File: src/rtl/mem_access_ctrl.sv
// Memory-stage sequencer: splits a 32-bit load/store into two 16-bit async SRAM accesses,
// each held for WAIT_CYCLES cycles. ready stalls the pipeline until the word completes.
module mem_access_ctrl #(
  parameter int WAIT_CYCLES = 2,
  parameter int ADDR_W      = 18
) (
  input  logic              clk,
  input  logic              rst,
  input  logic              mem_read,
  input  logic              mem_write,
  input  logic [31:0]       addr,
  input  logic [31:0]       wdata,
  output logic [31:0]       rdata,
  output logic              ready,
  output logic [ADDR_W-1:0] sram_addr,
  output logic [15:0]       sram_wdata,
  input  logic [15:0]       sram_rdata,
  output logic              sram_we_n,
  output logic              sram_oe_n
);

  typedef enum logic [1:0] {IDLE, LO, HI, DONE} state_t;

  localparam int            CW       = (WAIT_CYCLES > 1) ? $clog2(WAIT_CYCLES) : 1;
  localparam logic [CW-1:0] CNT_LAST = CW'(WAIT_CYCLES - 1);

  state_t            state;
  logic [CW-1:0]     cnt;
  logic              op_wr;
  logic [ADDR_W-1:0] base_q;
  logic [15:0]       wdata_hi;

  logic              req;
  logic              cnt_last;
  logic [ADDR_W-1:0] base_in;
  logic              unused_addr_lsb;

  assign req      = mem_read | mem_write;
  assign cnt_last = (cnt == CNT_LAST);
  // Word address doubled gives the low half-word address; addr[1:0] is don't-care.
  assign base_in  = ADDR_W'({addr[31:2], 1'b0});
  assign unused_addr_lsb = ^addr[1:0];

  assign ready = ((state == IDLE) && !req) || (state == DONE);

  // SRAM strobes are registered: they are set up on the edge that enters LO/HI.
  always_ff @(posedge clk) begin
    if (rst) begin
      state      <= IDLE;
      cnt        <= '0;
      op_wr      <= 1'b0;
      base_q     <= '0;
      wdata_hi   <= '0;
      rdata      <= '0;
      sram_addr  <= '0;
      sram_wdata <= '0;
      sram_we_n  <= 1'b1;
      sram_oe_n  <= 1'b1;
    end else begin
      case (state)
        IDLE: begin
          if (req) begin
            state      <= LO;
            cnt        <= '0;
            op_wr      <= mem_write;
            base_q     <= base_in;
            wdata_hi   <= wdata[31:16];
            sram_addr  <= base_in;
            sram_wdata <= mem_write ? wdata[15:0] : 16'h0000;
            sram_we_n  <= ~mem_write;
            sram_oe_n  <= mem_write;
          end
        end
        LO: begin
          if (cnt_last) begin
            cnt        <= '0;
            state      <= HI;
            sram_addr  <= base_q | ADDR_W'(1);
            sram_wdata <= op_wr ? wdata_hi : 16'h0000;
            if (!op_wr) rdata[15:0] <= sram_rdata;
          end else begin
            cnt <= cnt + CW'(1);
          end
        end
        HI: begin
          if (cnt_last) begin
            cnt        <= '0;
            state      <= DONE;
            sram_addr  <= '0;
            sram_wdata <= '0;
            sram_we_n  <= 1'b1;
            sram_oe_n  <= 1'b1;
            if (!op_wr) rdata[31:16] <= sram_rdata;
          end else begin
            cnt <= cnt + CW'(1);
          end
        end
        DONE:    state <= IDLE;
        default: state <= IDLE;
      endcase
    end
  end

endmodule
File: config.mk
export PLATFORM = sky130hd
export DESIGN_NAME = mem_access_ctrl
export DESIGN_NICKNAME = d
export VERILOG_FILES = /design/src/rtl/mem_access_ctrl.sv
export SDC_FILE = /design/constraint.sdc
export NUM_CORES = 1
export LEC_CHECK = 0
export BUFFER_PORTS_ARGS = -buffer_cell sky130_fd_sc_hd__buf_2
export CAP_MARGIN = 20
export CORE_ASPECT_RATIO = 1.75
export CORE_MARGIN = 2
export CORE_UTILIZATION = 40
export DETAILED_ROUTE_END_ITERATION = 8
export PLACE_DENSITY = 0.67
export REMOVE_ABC_BUFFERS = 1
export SETUP_SLACK_MARGIN = 0.3
export SYNTH_ARGS = -nofsm -noshare
export SYNTH_HDL_FRONTEND = slang
export SYNTH_SLANG_ARGS = --single-unit
export TNS_END_PERCENT = 50
File: constraint.sdc
create_clock -name clk -period 1.7 [get_ports clk]
set_input_delay 0.085 -clock clk [delete_from_list [all_inputs] [get_ports clk]]
set_output_delay 0.085 -clock clk [all_outputs]
set_load 0.02 [all_outputs]
==> parameters.txt <==
Parameter                              Value

STA
  Total negative slack for setup checks ... 0 ps
  Number of pins with negative max-slew slack in the final report ... 0
  Setup violation total in the final timing report ... 0
  Final number of hold-violating endpoints ... 0
  Final period util ... 98.7%
  Worst max-slew margin expressed relative to the limit ... 28.3%
  Transition time at the pin with the least slew margin ... 1070 ps
  Shortest clock period the worst path allows after layout ... 1680 ps
  Unrepaired setup endpoints after global routing ... true
  Post-Route Skew ... 8.24 ps
  Maximum achievable frequency ... 0.596 GHz

Floorplanning
  Boundary pin count ... 153
  Effective utilization at floorplan ... 40.6%
  X dimension of the die ... 83.8 um
  Die outline area ... 12,000 um^2
  Core box area ... 11,000 um^2
  Die height ... 144 um
  Standard-cell row count ... 51

Global routing
  Residual overflow from global routing ... 0
  Wire length of the first global-routing pass ... 22.1 mm
  Maximum number of pins on one net before global-route repair ... 45
  Number of antenna violations at the first check in global routing ... 1
  GR Util All Layers ... 22.7%
  Via count of the first global-routing pass ... 4,675

Status
  Run status ... finished, final reports clean

Clocking
  Clock edge transition at the registers on the reported setup and hold paths ... 70 ps
  Cell at the root of the clock tree ... sky130_fd_sc_hd__clkbuf_16
  Max Buffers Root-to-Sink ... 2
  CTS tree ... yes
  Source-to-sink clock delay at the later pin of the worst-skew pair ... 350 ps
  Number of clock sinks ... 105
  H-tree depth ... 3
  CTS buffer count ... 9

Routing
  Met3 WL ... 848 um
  Post-route antenna net violation count ... 0
  Met2 WL post-DR ... 8.16 mm
  Number of iterations in the first detailed-routing pass ... 4
  Highest metal layer used by the detailed router ... met4
  DRC ... 0
  Sum of routed wire segments on met1 ... 5.60 mm
  Routed via count divided by cell count ... 5.66
  DR vias ... 4,856
  Avg WL per Cell ... 17.8 um
  Total Routed Length ... 15.3 mm
  Iteration-0 DRC count of the detailed router ... 216

Layout
  Syn-to-layout area delta ... 55.8%
  Final #Nets ... 812
  Design Area, Final ... 6940 um^2
  Total of fill cells in the finished design ... 903
  Sequential cell area ... 2100 um^2
  Layout cell share with drive strength beyond 1 ... 40.3%
  Area of combinational cells with multiple inputs ... 2570 um^2

Setup path
  Critical Path Slowest Stage Cell ... sky130_fd_sc_hd__or3b_4
  Required time reported for the critical path endpoint ... 1620 ps
  Critical path capture point type ... primary output
  Cells along the critical path ... inv_2 -> ha_4 -> or3b_4 -> buf_12 -> nand2b_4 -> buf_6
  Kind of start point of the critical path ... flip-flop
  Delay contributed by the slowest stage of the critical path ... 390 ps
  Endpoint arrival time on the critical path ... 1590 ps
  Crit-path max FO ... 4
  Category of the critical setup timing path ... flip-flop to primary output

Placement
  Final weighted congestion in routability-driven placement ... 0.828
  Cell area after placement ... 5370 um^2
  Final HPWL from detailed placement ... 8.82 mm
  PortBufs ... 137

Synth
  Combinational family with the most area after synthesis ... simple AND/OR/NAND/NOR gates
  Count of cell types in the netlist ... 34
  Portion of the post-synthesis area used by sequential elements ... 47.2%
  Post-synth design cell area ... 4460 um^2
  Main flop type after synthesis ... sky130_fd_sc_hd__dfxtp_1
  Number of synthesis warnings ... 0
  Proportion of netlist area held by the largest area contributor ... 47.2%
  Compound-cell area share of the yosys netlist ... 21.1%
  Multiplexer share of the synthesized area ... 0.253%
  Area leader, netlist ... sky130_fd_sc_hd__dfxtp_1
  Flip-flop and latch count after synthesis ... 105
  Post-synthesis async set-or-reset flop share ... 0%
  Xor/xnor share of the synthesized area ... 0%
  Count of flip-flops with a built-in enable after synthesis ... 0
  Synth Instances ... 531
  Post-synthesis average cell area ... 8.39 um^2
  Adder-cell area share of the yosys netlist ... 2.25%
  Top post-synthesis cells by area ... sky130_fd_sc_hd__dfxtp_1 (47%), sky130_fd_sc_hd__nand2_1 (11%), sky130_fd_sc_hd__a21oi_1 (8.1%)
  Simple-Gate Fraction of Synth Area ... 23.2%

Pwr
  Peak supply drop ... 0.000999 V
  Leakage power ... 2.84 nW
  PwrDens ... 1610 nW/um^2

Hold path
  Class of the tightest hold or removal check ... input port to flip-flop

Flow run
  Max-capacitance violation count ... 0
-- where the power goes --
group / total, W / internal, W / switching [W]
Combinational: 0.00563 / 0.00259 / 0.00304
Sequential: 0.00340 / 0.00303 / 0.000363
Clock: 0.00218 / 0.00120 / 0.000977
-- logic make-up (layout without fill, tap and decap cells) --
| family | after synthesis | in the layout |
|---|---|---|
| AOI/OAI and AO/OA | 147 | 147 |
| DFF | 105 | 105 |
| muxes | 1 | 1 |
| other | 0 | 1 |
| and+or+nand+nor | 213 | 213 |
| adders and majority gates | 8 | 8 |
| buffers and inverters | 57 | 251 |
-- critical path, delay by kind of cell, from the launching register on --
family | cells | cell delay [ps]
adder cells (fa/ha/maj) | 1 | 130
AND/OR/NAND/NOR | 2 | 450
flip-flops | 1 | 340
buffers and inverters | 3 | 340
-- area by class of cell --
cell class              count  share of cell area (%)
multi-input cells         369                    37.0
clock inverters             6                    1.06
inverters                   3                   0.198
well taps                 132                    2.38
diodes                      1                  0.0360
repair buffers            232                    25.6
clock buffers              10                    3.44
flip-flops and latches    105                    30.3
-- synth_stat cells (2+ instances only) --
| library cell | number |
|---|---|
| sky130_fd_sc_hd__inv_1 | 2 |
| sky130_fd_sc_hd__nand4_1 | 17 |
| sky130_fd_sc_hd__buf_1 | 2 |
| sky130_fd_sc_hd__nand2b_1 | 18 |
| sky130_fd_sc_hd__dfxtp_1 | 105 |
| sky130_fd_sc_hd__buf_6 | 4 |
| sky130_fd_sc_hd__buf_2 | 20 |
| sky130_fd_sc_hd__nand2_1 | 132 |
| sky130_fd_sc_hd__a31oi_1 | 32 |
| sky130_fd_sc_hd__and3b_1 | 3 |
| sky130_fd_sc_hd__nand3b_1 | 18 |
| sky130_fd_sc_hd__a21oi_1 | 72 |
| sky130_fd_sc_hd__a311oi_1 | 32 |
| sky130_fd_sc_hd__o21bai_1 | 2 |
| sky130_fd_sc_hd__clkbuf_1 | 28 |
| sky130_fd_sc_hd__nand3_1 | 18 |
| sky130_fd_sc_hd__o21ai_0 | 2 |
| sky130_fd_sc_hd__ha_1 | 8 |
-- placed cells by master, fill, tap and decap left out, drive strengths merged --
master and instances:
and3b 3, nand2 132, o21ai 3, nand3b 18
o21ba 1, nand4b 1, a31oi 33, mux2 1
o21bai 3, dfxtp 105, nand2b 18, o31ai 1
a311oi 33, diode 1, nor4 1, ha 8
nand3 18, dlygate4sd3 49, clkinv 3, nor3b 1
bufinv 1, nor3 2, or3b 1, o21a 1
clkbuf 10, nor4b 1, buf 183, nand4 17
a21oi 72, inv 5
-- layer usage --
metal	global-route usage (%)	up-vias
li1	-	2274
met3	4.19	54
met5	0	-
met1	24.8	2309
met2	41.1	219
met4	12.6	0
-- per-stage QoR --
stage / std cells / setup slack [ps] / utilization (%) / hold slack, ps / power [W]
2_1_floorplan: 477 / -812 / - / 153 / 0.00583
3_3_place_gp: 776 / 52.8 / 49.0 / 333 / 0.00744
3_5_place_dp: 776 / 20.7 / 49.0 / 337 / 0.00756
4_1_cts: 853 / 28.3 / 59.5 / 18.7 / 0.0107
5_1_grt: 858 / -27.3 / 63.2 / 30.5 / 0.0117
6_report: 858 / 21.4 / 63.2 / 27.9 / 0.0112
-- timing repair --
action | 4_1_cts | 5_1_grt
pin swaps | 0 | 70
cloned | 4 | 2
hold endpoints to repair | 65 | 0
hold buffers | 49 | 0
resized for setup | 39 | 101
endpoints found under the setup margin | 106 | 103
setup buffers | 8 | 2
-- registers in the layout, summed over array words and instances, names as in the netlist --
| register | cells |
|---|---|
| base_q | 17 |
| sram_oe_n | 1 |
| sram_we_n | 1 |
| sram_addr | 18 |
| wdata_hi | 16 |
| op_wr | 1 |
| cnt | 1 |
| state | 2 |
| rdata | 32 |
| sram_wdata | 16 |
-- final timing paths --
path                     startpoint                    endpoint  slack (ps)  depth (start not counted)
min                        wdata[6]  sram_wdata[6]$_SDFFE_PP0P_          30                          3
min reg2reg  base_q[7]$_SDFFE_PP0P_      base_q[7]$_SDFFE_PP0P_         460                          2
max reg2reg   state[1]$_SDFFE_PP0P_   sram_addr[0]$_SDFFE_PP0P_          50                          8
max           state[0]$_SDFFE_PP0P_                       ready          20                          6
(Power assumes the default switching activity.)
